$ cat config.mk
export PLATFORM = sky130hd
export DESIGN_NAME = vx_fp_rsp_arbiter
export DESIGN_NICKNAME = d
export VERILOG_FILES = /design/src/rtl/vx_fp_rsp_arbiter.sv
export SDC_FILE = /design/constraint.sdc
export NUM_CORES = 1
export LEC_CHECK = 0
export ABC_AREA = 1
export CORE_ASPECT_RATIO = 0.75
export CORE_MARGIN = 4
export CORE_UTILIZATION = 45
export CTS_BUF_LIST = sky130_fd_sc_hd__clkbuf_4 sky130_fd_sc_hd__clkbuf_8
export CTS_CLUSTER_SIZE = 8
export DETAILED_ROUTE_END_ITERATION = 6
export PLACE_DENSITY_LB_ADDON = 0.3
export SYNTH_ARGS = -nofsm -noshare
export SYNTH_HDL_FRONTEND = slang
export SYNTH_SLANG_ARGS = --single-unit
export TNS_END_PERCENT = 1
$ cat constraint.sdc
create_clock -name clk -period 5.51 [get_ports clk]
set_input_delay 0.8265 -clock clk [delete_from_list [all_inputs] [get_ports clk]]
set_output_delay 0.8265 -clock clk [all_outputs]
set_load 0.01 [all_outputs]
$ cat src/rtl/vx_fp_rsp_arbiter.sv
// Round-robin merge of FP core responses into one port via a 2-entry FIFO; 1-cycle latency.
// Backpressure: ready_in drops only when the FIFO is full, independent of ready_out; head holds while stalled.
module vx_fp_rsp_arbiter #(
  parameter int NUM_REQS = 5,
  parameter int LANES    = 1,
  parameter int TAGW     = 1,
  localparam int SELW    = (NUM_REQS > 1) ? $clog2(NUM_REQS) : 1
) (
  input  logic                        clk,
  input  logic                        reset,
  input  logic [NUM_REQS-1:0]         valid_in,
  output logic [NUM_REQS-1:0]         ready_in,
  input  logic [NUM_REQS*TAGW-1:0]    tag_in,
  input  logic [NUM_REQS*LANES*32-1:0] result_in,
  input  logic [NUM_REQS-1:0]         has_fflags_in,
  input  logic [NUM_REQS*LANES*5-1:0] fflags_in,
  output logic                        valid_out,
  input  logic                        ready_out,
  output logic [TAGW-1:0]             tag_out,
  output logic [LANES*32-1:0]         result_out,
  output logic                        has_fflags_out,
  output logic [4:0]                  fflags_out,
  output logic [SELW-1:0]             sel_out
);

  typedef struct packed {
    logic [SELW-1:0]     sel;
    logic                has_ff;
    logic [4:0]          ff;
    logic [TAGW-1:0]     tag;
    logic [LANES*32-1:0] res;
  } entry_t;

  entry_t              r_head;
  entry_t              r_tail;
  entry_t              w_new;
  logic [1:0]          r_count;
  logic [SELW-1:0]     r_rr_ptr;
  logic [SELW-1:0]     w_gnt_idx;
  logic [SELW-1:0]     w_rr_next;
  logic                w_gnt_vld;
  logic [NUM_REQS-1:0] w_gnt;
  logic                w_space;
  logic                w_push;
  logic                w_pop;

  // First valid requester scanning upward from rr_ptr, wrapping at NUM_REQS.
  always_comb begin
    int idx;
    w_gnt_vld = 1'b0;
    w_gnt_idx = '0;
    idx       = 0;
    for (int k = 0; k < NUM_REQS; k++) begin
      idx = int'(r_rr_ptr) + k;
      if (idx >= NUM_REQS) idx = idx - NUM_REQS;
      if (!w_gnt_vld && valid_in[idx]) begin
        w_gnt_vld = 1'b1;
        w_gnt_idx = SELW'(idx);
      end
    end
  end

  always_comb begin
    w_gnt = '0;
    if (w_gnt_vld) w_gnt = NUM_REQS'(1) << w_gnt_idx;
  end

  assign w_space   = (r_count < 2'd2);
  assign ready_in  = w_space ? w_gnt : '0;
  assign w_push    = |(valid_in & ready_in);
  assign w_pop     = valid_out && ready_out;
  assign w_rr_next = (w_gnt_idx == SELW'(NUM_REQS - 1)) ? '0 : w_gnt_idx + SELW'(1);

  // Lane-OR of fflags is resolved here so the output stage is a plain register.
  always_comb begin
    int gi;
    gi           = int'(w_gnt_idx);
    w_new        = '0;
    w_new.sel    = w_gnt_idx;
    w_new.tag    = tag_in[gi*TAGW +: TAGW];
    w_new.res    = result_in[gi*LANES*32 +: LANES*32];
    w_new.has_ff = has_fflags_in[gi];
    if (has_fflags_in[gi]) begin
      for (int l = 0; l < LANES; l++) begin
        w_new.ff = w_new.ff | fflags_in[(gi*LANES + l)*5 +: 5];
      end
    end
  end

  always_ff @(posedge clk or posedge reset) begin
    if (reset) begin
      r_count  <= 2'd0;
      r_rr_ptr <= '0;
      r_head   <= '0;
      r_tail   <= '0;
    end else begin
      if (w_push) r_rr_ptr <= w_rr_next;
      case ({w_push, w_pop})
        2'b10: begin
          if (r_count == 2'd0) r_head <= w_new;
          else                 r_tail <= w_new;
          r_count <= r_count + 2'd1;
        end
        2'b01: begin
          r_head  <= r_tail;
          r_count <= r_count - 2'd1;
        end
        // Simultaneous push/pop only happens with one entry, so the new one becomes head.
        2'b11: r_head <= w_new;
        default: ;
      endcase
    end
  end

  assign valid_out      = (r_count != 2'd0);
  assign tag_out        = r_head.tag;
  assign result_out     = r_head.res;
  assign has_fflags_out = r_head.has_ff;
  assign fflags_out     = r_head.ff;
  assign sel_out        = r_head.sel;

endmodule
Yosys cells after proc, flatten, opt, wreduce, memory -nomap -nowiden
Cells that the tools add are included.
{ "word_totals": {"ramBits": 0, "n_memories": 0, "out_inout_bits": 48, "in_bits": 203, "word_cells": 103, "mem_bits_ro": 0, "latch_bits": 0, "register_bits": 89} }
{ "classes": {"n_reduce_logical": 16, "multipliers": 1, "n_addsub": 12, "n_mux": 39, "n_eq_ne": 5, "n_shift": 4, "n_lt_le_gt_ge": 12, "bitwise": 2, "n_div": 0} }
{ "ops": {"columns": ["cell", "n"], "rows": [
  ["$lt 32x5->1 const B", 5],
  ["$mux 32", 5],
  ["$shiftx 160x9->32", 1],
  ["$pmux 42 s3", 1],
  ["$mux 42", 1],
  ["$shiftx 25x7->5", 1],
  ["$sub 4x3->5 const B", 4],
  ["$bmux 1 s3", 6],
  ["$mux 3", 6],
  ["$ge 4x3->1 const B", 4],
  ["$mux 1", 16],
  ["$mux 5", 3],
  ["$add 3x2->4 const B", 2],
  ["$mul 3x3->6 const B", 1],
  ["$and 5x5->5", 1],
  ["$logic_and 1x1->1", 5],
  ["$reduce_or 5->1", 1],
  ["$shiftx 5x4->1", 1],
  ["$shl 1x3->5 const A", 1],
  ["$add 3x1->4 const B", 1],
  ["$add 3x3->4 const B", 1],
  ["$eq 2x2->1 const B", 2],
  ["$logic_not 1->1", 4],
  ["$lt 3x4->1 const B", 1],
  ["15 further kinds", 17]
]} }

Longest topological paths before layout
Gate-level depths: netlist of the first run.
{ "depth": {"depth_word": 26, "ltp_mapped": 38, "depth_no_buf": 33} }

Worst setup path after synthesis of the first run
Ideal clock, no wire load.
{ "synth_path": {"kind": "register to register", "from": "register r_rr_ptr[1]", "to": "register r_head (netlist bit sel_out[2])", "path_stages_with_launch": 33, "path_buffers": 4, "required_time_ns": 5.393, "setup_slack_ns": 0.842, "setup_ns": 0.117, "arrival_ns": 4.551, "cell_sequence": "dfrtp_1 -> inv_1 -> ha_1 -> buf_2 -> xor2_1 -> o21ai_0 -> inv_1 -> nand2_1 -> nand2_1 -> nand2_1 -> nand2_1 -> inv_1 -> nand4_1 -> nor2_1 -> nor2_1 -> nand2_1 -> clkbuf_1 -> nand2_1 -> inv_1 -> ha_1 -> nor3b_1 -> nand2_1 -> nand2_1 -> nor2_2 -> nand2_4 -> inv_1 -> ha_1 -> clkbuf_1 -> inv_2 -> clkbuf_1 -> o21ai_0 -> nand2_1 -> nand2_1"} }
{ "synth_via": {"elab_chain_len": 26} }
{ "synth_rtl": {"columns": ["item", "line", "rtl"], "rows": [
  ["start, declared", "38", "logic [SELW-1:0] r_rr_ptr;"],
  ["start signal, assigned", "97", "if (w_push) r_rr_ptr <= w_rr_next;"],
  ["branches (longest 19 deep; another with $sub 4x3->5)", null, null],
  ["$mux 5 *", "65", "if (w_gnt_vld) w_gnt = NUM_REQS'(1) << w_gnt_idx;"],
  ["$mux 5 *", "69", "assign ready_in = w_space ? w_gnt : '0;"],
  ["via ready_in[3]", "12", "output logic [NUM_REQS-1:0] ready_in,"],
  ["$and 5x5->5 *", "70", "assign w_push = |(valid_in & ready_in);"],
  ["$reduce_or 5->1 *", "70", null],
  ["via w_push", "44", "logic w_push;"],
  ["$eq 2x2->1 / $eq 2x1->1 (equally long branches)", "98", "case ({w_push, w_pop})"],
  ["$ne 2x2->1 (no source line) / $reduce_bool 3->1 (equally long branches)", null, null],
  ["$reduce_and 2->1 (no source line)", null, null],
  ["end signal, assigned", "100", "if (r_count == 2'd0) r_head <= w_new;"],
  ["end signal, assigned", "105", "r_head <= r_tail;"],
  ["end signal, assigned", "109", "2'b11: r_head <= w_new;"],
  ["end, declared", "34", "entry_t r_head;"]
]} }
Mark *: on every way through the listed nets, which the timed path passes. The select of a mux whose other input is x is not followed.
A chain may end at the register's enable or synchronous reset.

Final worst setup path of the first run
{ "layout_path": {"from": "register r_rr_ptr[1]", "to": "output ready_in[2]"} }
{ "layout_via": {"elab_chain_len": 21} }
{ "layout_rtl": {"columns": ["item", "line"], "rows": [
  ["branches (longest 19 deep; another with $sub 4x3->5)", null],
  ["$mux 5 *", "65"],
  ["$mux 5 *", "69"],
  ["end, declared", "12"]
]} }
Every way passes the cells marked *. The select of a mux whose other input is x is not followed.

==> results of run 1 <==
## worst max-delay path, stage by stage, from the launching register on
cell             delay (ns)
dfrtp_1                0.48
inv_1                  0.22
ha_1                   0.52
xor2_1                 0.16
o21ai_0                0.46
inv_1                  0.11
nand2_1                0.08
nand2_1                0.04
nand2_1                0.05
nand2_1                0.10
inv_1                  0.15
nand4_1                0.19
nor2_1                 0.14
nor2_1                 0.06
nand2_2                0.07
buf_6                  0.34
nand3_1                0.16
inv_1                  0.09
clkdlybuf4s50_1        0.55
## area by class of cell
cell class / instances / area, um^2
well taps: 205 / 256
fillers: 1487 / 5390
flip-flops and latches: 89 / 2230
multi-input cells: 1007 / 4300
repair buffers: 267 / 2650
inverters: 62 / 235
clock buffers: 9 / 124
clock inverters: 7 / 88.8
## worst paths after layout
check                           cells after the start                    endpoint
worst max-delay path                               18                 ready_in[2]
worst min-delay path                                2  result_out[29]$_DFFE_PP0P_
worst max register to register                     30      sel_out[2]$_DFFE_PP0P_
worst min register to register                      2  result_out[29]$_DFFE_PP0P_
max in group asynchronous                           3   result_out[5]$_DFFE_PP0P_
min in group asynchronous                           2  result_out[11]$_DFFE_PP0P_
## state kept, by name (all words and copies together), names as in the netlist
register,flops
tag_out,1
r_count,2
has_fflags_out,1
result_out,32
sel_out,3
r_tail,42
r_rr_ptr,3
fflags_out,5
## cells in the final DEF, fill, tap and decap left out, types with 2 or more instances in the layout
| master | instances |
|---|---|
| nor2_1 | 67 |
| clkinv_4 | 2 |
| nand4_1 | 12 |
| ha_1 | 13 |
| clkdlybuf4s50_1 | 250 |
| nand3b_1 | 6 |
| nand2_4 | 3 |
| buf_4 | 14 |
| o21ai_0 | 22 |
| nand3_1 | 40 |
| nor2_2 | 3 |
| inv_6 | 2 |
| nand2_1 | 761 |
| a21oi_1 | 7 |
| a31oi_1 | 35 |
| inv_2 | 6 |
| buf_6 | 2 |
| xor2_1 | 3 |
| nand2_2 | 10 |
| inv_1 | 55 |
| clkbuf_8 | 9 |
| dfrtp_1 | 89 |
| o21ai_1 | 9 |
| nor2_4 | 2 |
| o211ai_1 | 2 |
| nand3_2 | 3 |
## cell usage after synthesis
| cell | count | share of area |
|---|---|---|
| xnor2_1 | 1 | 0.0012 |
| a31oi_1 | 35 | 0.031 |
| o21bai_2 | 1 | 0.0016 |
| buf_4 | 3 | 0.0032 |
| o21ai_1 | 9 | 0.0064 |
| ha_1 | 14 | 0.025 |
| o211ai_1 | 2 | 0.0021 |
| nor3_1 | 1 | 0.00071 |
| nand2_4 | 3 | 0.0048 |
| nand4_4 | 1 | 0.0030 |
| buf_2 | 16 | 0.011 |
| inv_2 | 5 | 0.0027 |
| dfrtp_1 | 89 | 0.32 |
| nor3_2 | 1 | 0.0014 |
| nor2_1 | 67 | 0.036 |
| clkbuf_1 | 28 | 0.015 |
| nand3_2 | 3 | 0.0043 |
| buf_1 | 10 | 0.0053 |
| a21oi_1 | 7 | 0.0050 |
| nand3_1 | 40 | 0.028 |
| nand4_1 | 12 | 0.011 |
| nand3b_1 | 6 | 0.0064 |
| nor3b_1 | 1 | 0.0011 |
| buf_6 | 4 | 0.0064 |
| or2_0 | 1 | 0.00089 |
| nor2_2 | 4 | 0.0036 |
| nand2_1 | 764 | 0.41 |
| o21ai_0 | 22 | 0.016 |
| nand2_2 | 7 | 0.0062 |
| o31ai_1 | 1 | 0.0011 |
| inv_1 | 57 | 0.030 |
| xor2_1 | 3 | 0.0037 |
| nor2_4 | 1 | 0.0016 |
## cells by family (layout without fill, tap and decap cells)
group / count (synthesis) / in the layout / synth area share
simple gates: 912 / 912 / 0.516
buf+inv: 123 / 345 / 0.0743
flops: 89 / 89 / 0.317
compound gates: 77 / 77 / 0.0629
fa+ha+maj: 14 / 14 / 0.0249
xor+xnor: 4 / 4 / 0.00498
## repair_timing
item | CTS | global route
resized for setup | 0 | 3
buffers inserted | 0 | 3
endpoints found under the setup margin | 0 | 6
endpoints found under the hold margin | 0 | 0
hold buffers | 0 | 0
## metrics by stage
step | area (um^2) | setup WS [ns] | utilization | TNS [ns] | hold slack, ns
final | 9880 | 0.345 | 0.647 | 0 | 0.485
after floorplan | 7040 | 0.842 | - | 0 | 0.459
after global placement | 9640 | 0.522 | 0.631 | 0 | 0.453
after detailed placement | 9640 | 0.620 | 0.631 | 0 | 0.461
after global routing | 9880 | -0.0152 | 0.647 | -0.0241 | 0.512
after CTS | 9850 | 0.248 | 0.645 | 0 | 0.486
## routing by layer
metal  GRT usage  vias to the layer above  wire, um
li1            -                     4200         -
met1       0.367                     3719     11200
met2       0.422                      318     10700
met3      0.0800                       19      2330
met4      0.0545                        0       268
met5           0                        -         0
==> flow_summary.toml, run 1 <==
[finish]
fin_cells = 1646
nNetsFinal = 1653
final_layout_size_suffix_gt1_frac = 0.0451
antenna_cells = 0
synthToLayoutAreaGrowth_pct = 40.5

[logic_synthesis]
syn_nets = 1436
ys_seq_elements = 89
yosys_warnings = 0
syn_inst = 1219
ys_types = 33
syn_area_um2 = 7040
yosysSeqAreaShare = 0.317
avgSynthCellArea_um2 = 5.77

[timing]
min_period_ns = 5.16
fin_worst_skew_ns = 0.0120
finalHoldViolations = 0
fmax_mhz = 194
slew_headroom = 0.465
slew_viol_final = 0
setup_viol = 0
period_share = 0.937
worst_pin_slew_ns = 0.802

[route]
postRouteAntennaNets = 0
drc_errors = 0
drt-pass1-iter-count = 5
viasPerCell = 5.02
wl_per_cell_um = 14.9
wl_um = 24500
vias = 8256
drt_iter0_drc = 557

[worst_setup_path]
cp-startpoint = "r_rr_ptr[1]$_DFFE_PP0P_"
critPathKind = "flop to output pin"
worstReg2RegStart = "r_rr_ptr[1]$_DFFE_PP0P_"
critPathMaxFanout = 44
crit_required_ns = 4.68
crit_arrival_ns = 4.34
start_kind = "flop"
endpoint_kind = "output pin"
reg2reg_slack_ns = 0.55

[clocking]
cts_inserted_buffers = 9
cts_root_buf = "clkbuf_8"
clk_pin_slew_worst_paths_ns = 0.09
cts_max_level = 3
cts_sinks = 89
cts_tree = "done"
max-clock-path-buffers = 2
clk_latency_ns = 0.38

[grt]
grt_antenna_before_repair = 0
grt_pass1_vias = 7292
grt_pass1_wl_um = 38000
gr-usage-all-layers = 0.267
gr-total-overflow = 0
grt_max_degree = 81

[floorplan]
dieArea_um2 = 17700
die_w_um = 152
core.rowCount = 39
dieHeight_um = 116
start_util = 0.461
ios = 251
core_um2 = 15300

[hold_path]
min_from = "result_out[29]$_DFFE_PP0P_"
hold_class = "flop to flop"

[flow_run]
drv_cap = 0

[place]
place_hpwl_um = 18400
gp_congestion = 0.993
placed_cells = 1627
port_buffers = 250

[status]
status = "completed"
Power of run 1 is left out: the tool's default activity adds up to more than one toggle a clock period on the data nets, which glitch-free logic cannot reach.
==> run 2: changes to the inputs <==
--- a/config.mk
+++ b/config.mk
@@ -7,12 +7,12 @@
 export LEC_CHECK = 0
 export ABC_AREA = 1
 export CORE_ASPECT_RATIO = 0.75
-export CORE_MARGIN = 4
 export CORE_UTILIZATION = 45
 export CTS_BUF_LIST = sky130_fd_sc_hd__clkbuf_4 sky130_fd_sc_hd__clkbuf_8
 export CTS_CLUSTER_SIZE = 8
 export DETAILED_ROUTE_END_ITERATION = 6
 export PLACE_DENSITY_LB_ADDON = 0.3
+export SLEW_MARGIN = 20
 export SYNTH_ARGS = -nofsm -noshare
 export SYNTH_HDL_FRONTEND = slang
 export SYNTH_SLANG_ARGS = --single-unit
==> flow_summary.toml, run 2 (same netlist as run 1, synthesis figures left out) <==
[finish]
largest-register = "r_tail"
nNetsFinal = 1650
fin_area_um2 = 9870
synthToLayoutAreaGrowth_pct = 40.3
regArea_um2 = 2230
largest_reg_flops = 42
final_util = 0.647
final_common_cell = "nand2_1"
final_layout_size_suffix_gt1_frac = 0.0431
fin_cells = 1643
multi_input_area_um2 = 4300
layout_common_cells = "nand2_1, clkdlybuf4s50_1, dfrtp_1"
fillers = 1466
antenna_cells = 0

[route]
viasPerCell = 5.01
wl_um = 23700
drt_iter0_drc = 622
drt-pass1-iter-count = 7
vias = 8237
postRouteAntennaNets = 0
drc_errors = 2
wl_per_cell_um = 14.4

[timing]
period_share = 0.933
setup_viol = 0
worst_pin_slew_ns = 0.770
slew_headroom = 0.486
fin_worst_skew_ns = 0.0150
fmax_mhz = 195
slew_viol_final = 0
finalHoldViolations = 0
min_period_ns = 5.14

[grt]
grt_pass1_wl_um = 37100
grt_max_degree = 82
grt_antenna_before_repair = 0
grt_pass1_vias = 7282
gr-usage-all-layers = 0.293
gr-total-overflow = 0

[floorplan]
core_um2 = 15300
dieHeight_um = 110
dieArea_um2 = 16100
ios = 251
start_util = 0.461
die_w_um = 146
core.rowCount = 39

[clocking]
clk_latency_ns = 0.37
cts_inserted_buffers = 9
cts_tree = "done"
cts_max_level = 3
cts_root_buf = "clkbuf_8"
cts_resized = 0
cts_sinks = 89
clk_pin_slew_worst_paths_ns = 0.10
hold_buffers = 0
max-clock-path-buffers = 2
post-cts-setup-buffers = 0

[worst_setup_path]
critPathMaxFanout = 81
endpoint_kind = "output pin"
crit_required_ns = 4.68
start_kind = "flop"
critPathKind = "flop to output pin"
crit_arrival_ns = 4.31

[status]
violations = "DRC"
status = "complete, but fails checks"

[place]
port_buffers = 250
place_hpwl_um = 17600
placed_cells = 1627
placed_cell_area_um2 = 9650
gp_congestion = 0.970

[hold_path]
hold_class = "flop to flop"

[flow_run]
drv_cap = 0
run 2: critical path, stage by stage, from the launching register on:
cell	delay, ns
dfrtp_1	0.47
inv_1	0.30
ha_1	0.40
xor2_1	0.21
o21ai_0	0.35
inv_1	0.10
nand2_1	0.08
nand2_1	0.05
nand2_1	0.05
nand2_1	0.10
inv_1	0.14
nand4_1	0.16
nor2_1	0.13
nor2_1	0.07
nand2_2	0.07
clkbuf_8	0.46
nand3_1	0.19
inv_1	0.08
clkdlybuf4s50_1	0.53
run 2: cell type report:
class,count,share of cell area
multi-input cells,1007,0.436
repair buffers,264,0.268
flip-flops and latches,89,0.226
well taps,205,0.0260
inverters,62,0.0238
clock buffers,9,0.0125
clock inverters,7,0.00887
run 2: final timing paths:
path / depth (start not counted) / slack, ns / endpoint / startpoint
setup reg to reg: 30 / 0.67 / r_tail[26]$_DFFE_PP0P_ / r_rr_ptr[1]$_DFFE_PP0P_
min in group asynchronous: 2 / 0.81 / result_out[9]$_DFFE_PP0P_ / reset
setup / recovery: 18 / 0.37 / ready_in[1] / r_rr_ptr[1]$_DFFE_PP0P_
hold reg to reg: 2 / 0.48 / sel_out[2]$_DFFE_PP0P_ / sel_out[2]$_DFFE_PP0P_
max in group asynchronous: 3 / 3.62 / r_tail[0]$_DFFE_PP0P_ / reset
hold / removal: 2 / 0.48 / sel_out[2]$_DFFE_PP0P_ / sel_out[2]$_DFFE_PP0P_
run 2: metal layers:
metal	GRT usage	part of all wire	wire length [um]
met3	0.0634	0.078	1860
met1	0.413	0.47	11200
met4	0.0618	0.014	329
met5	0	0	0
met2	0.463	0.43	10300
run 2: through the flow:
stage	setup WS, ns	hold WS [ns]	setup TNS, ns
final	0.369	0.483	0
after global placement	0.485	0.453	0
after CTS	0.0486	0.483	0
after global routing	-0.00437	0.511	-0.00437
after detailed placement	0.469	0.458	0
after floorplan	0.842	0.459	0
Power of run 2 is left out for the same reason.
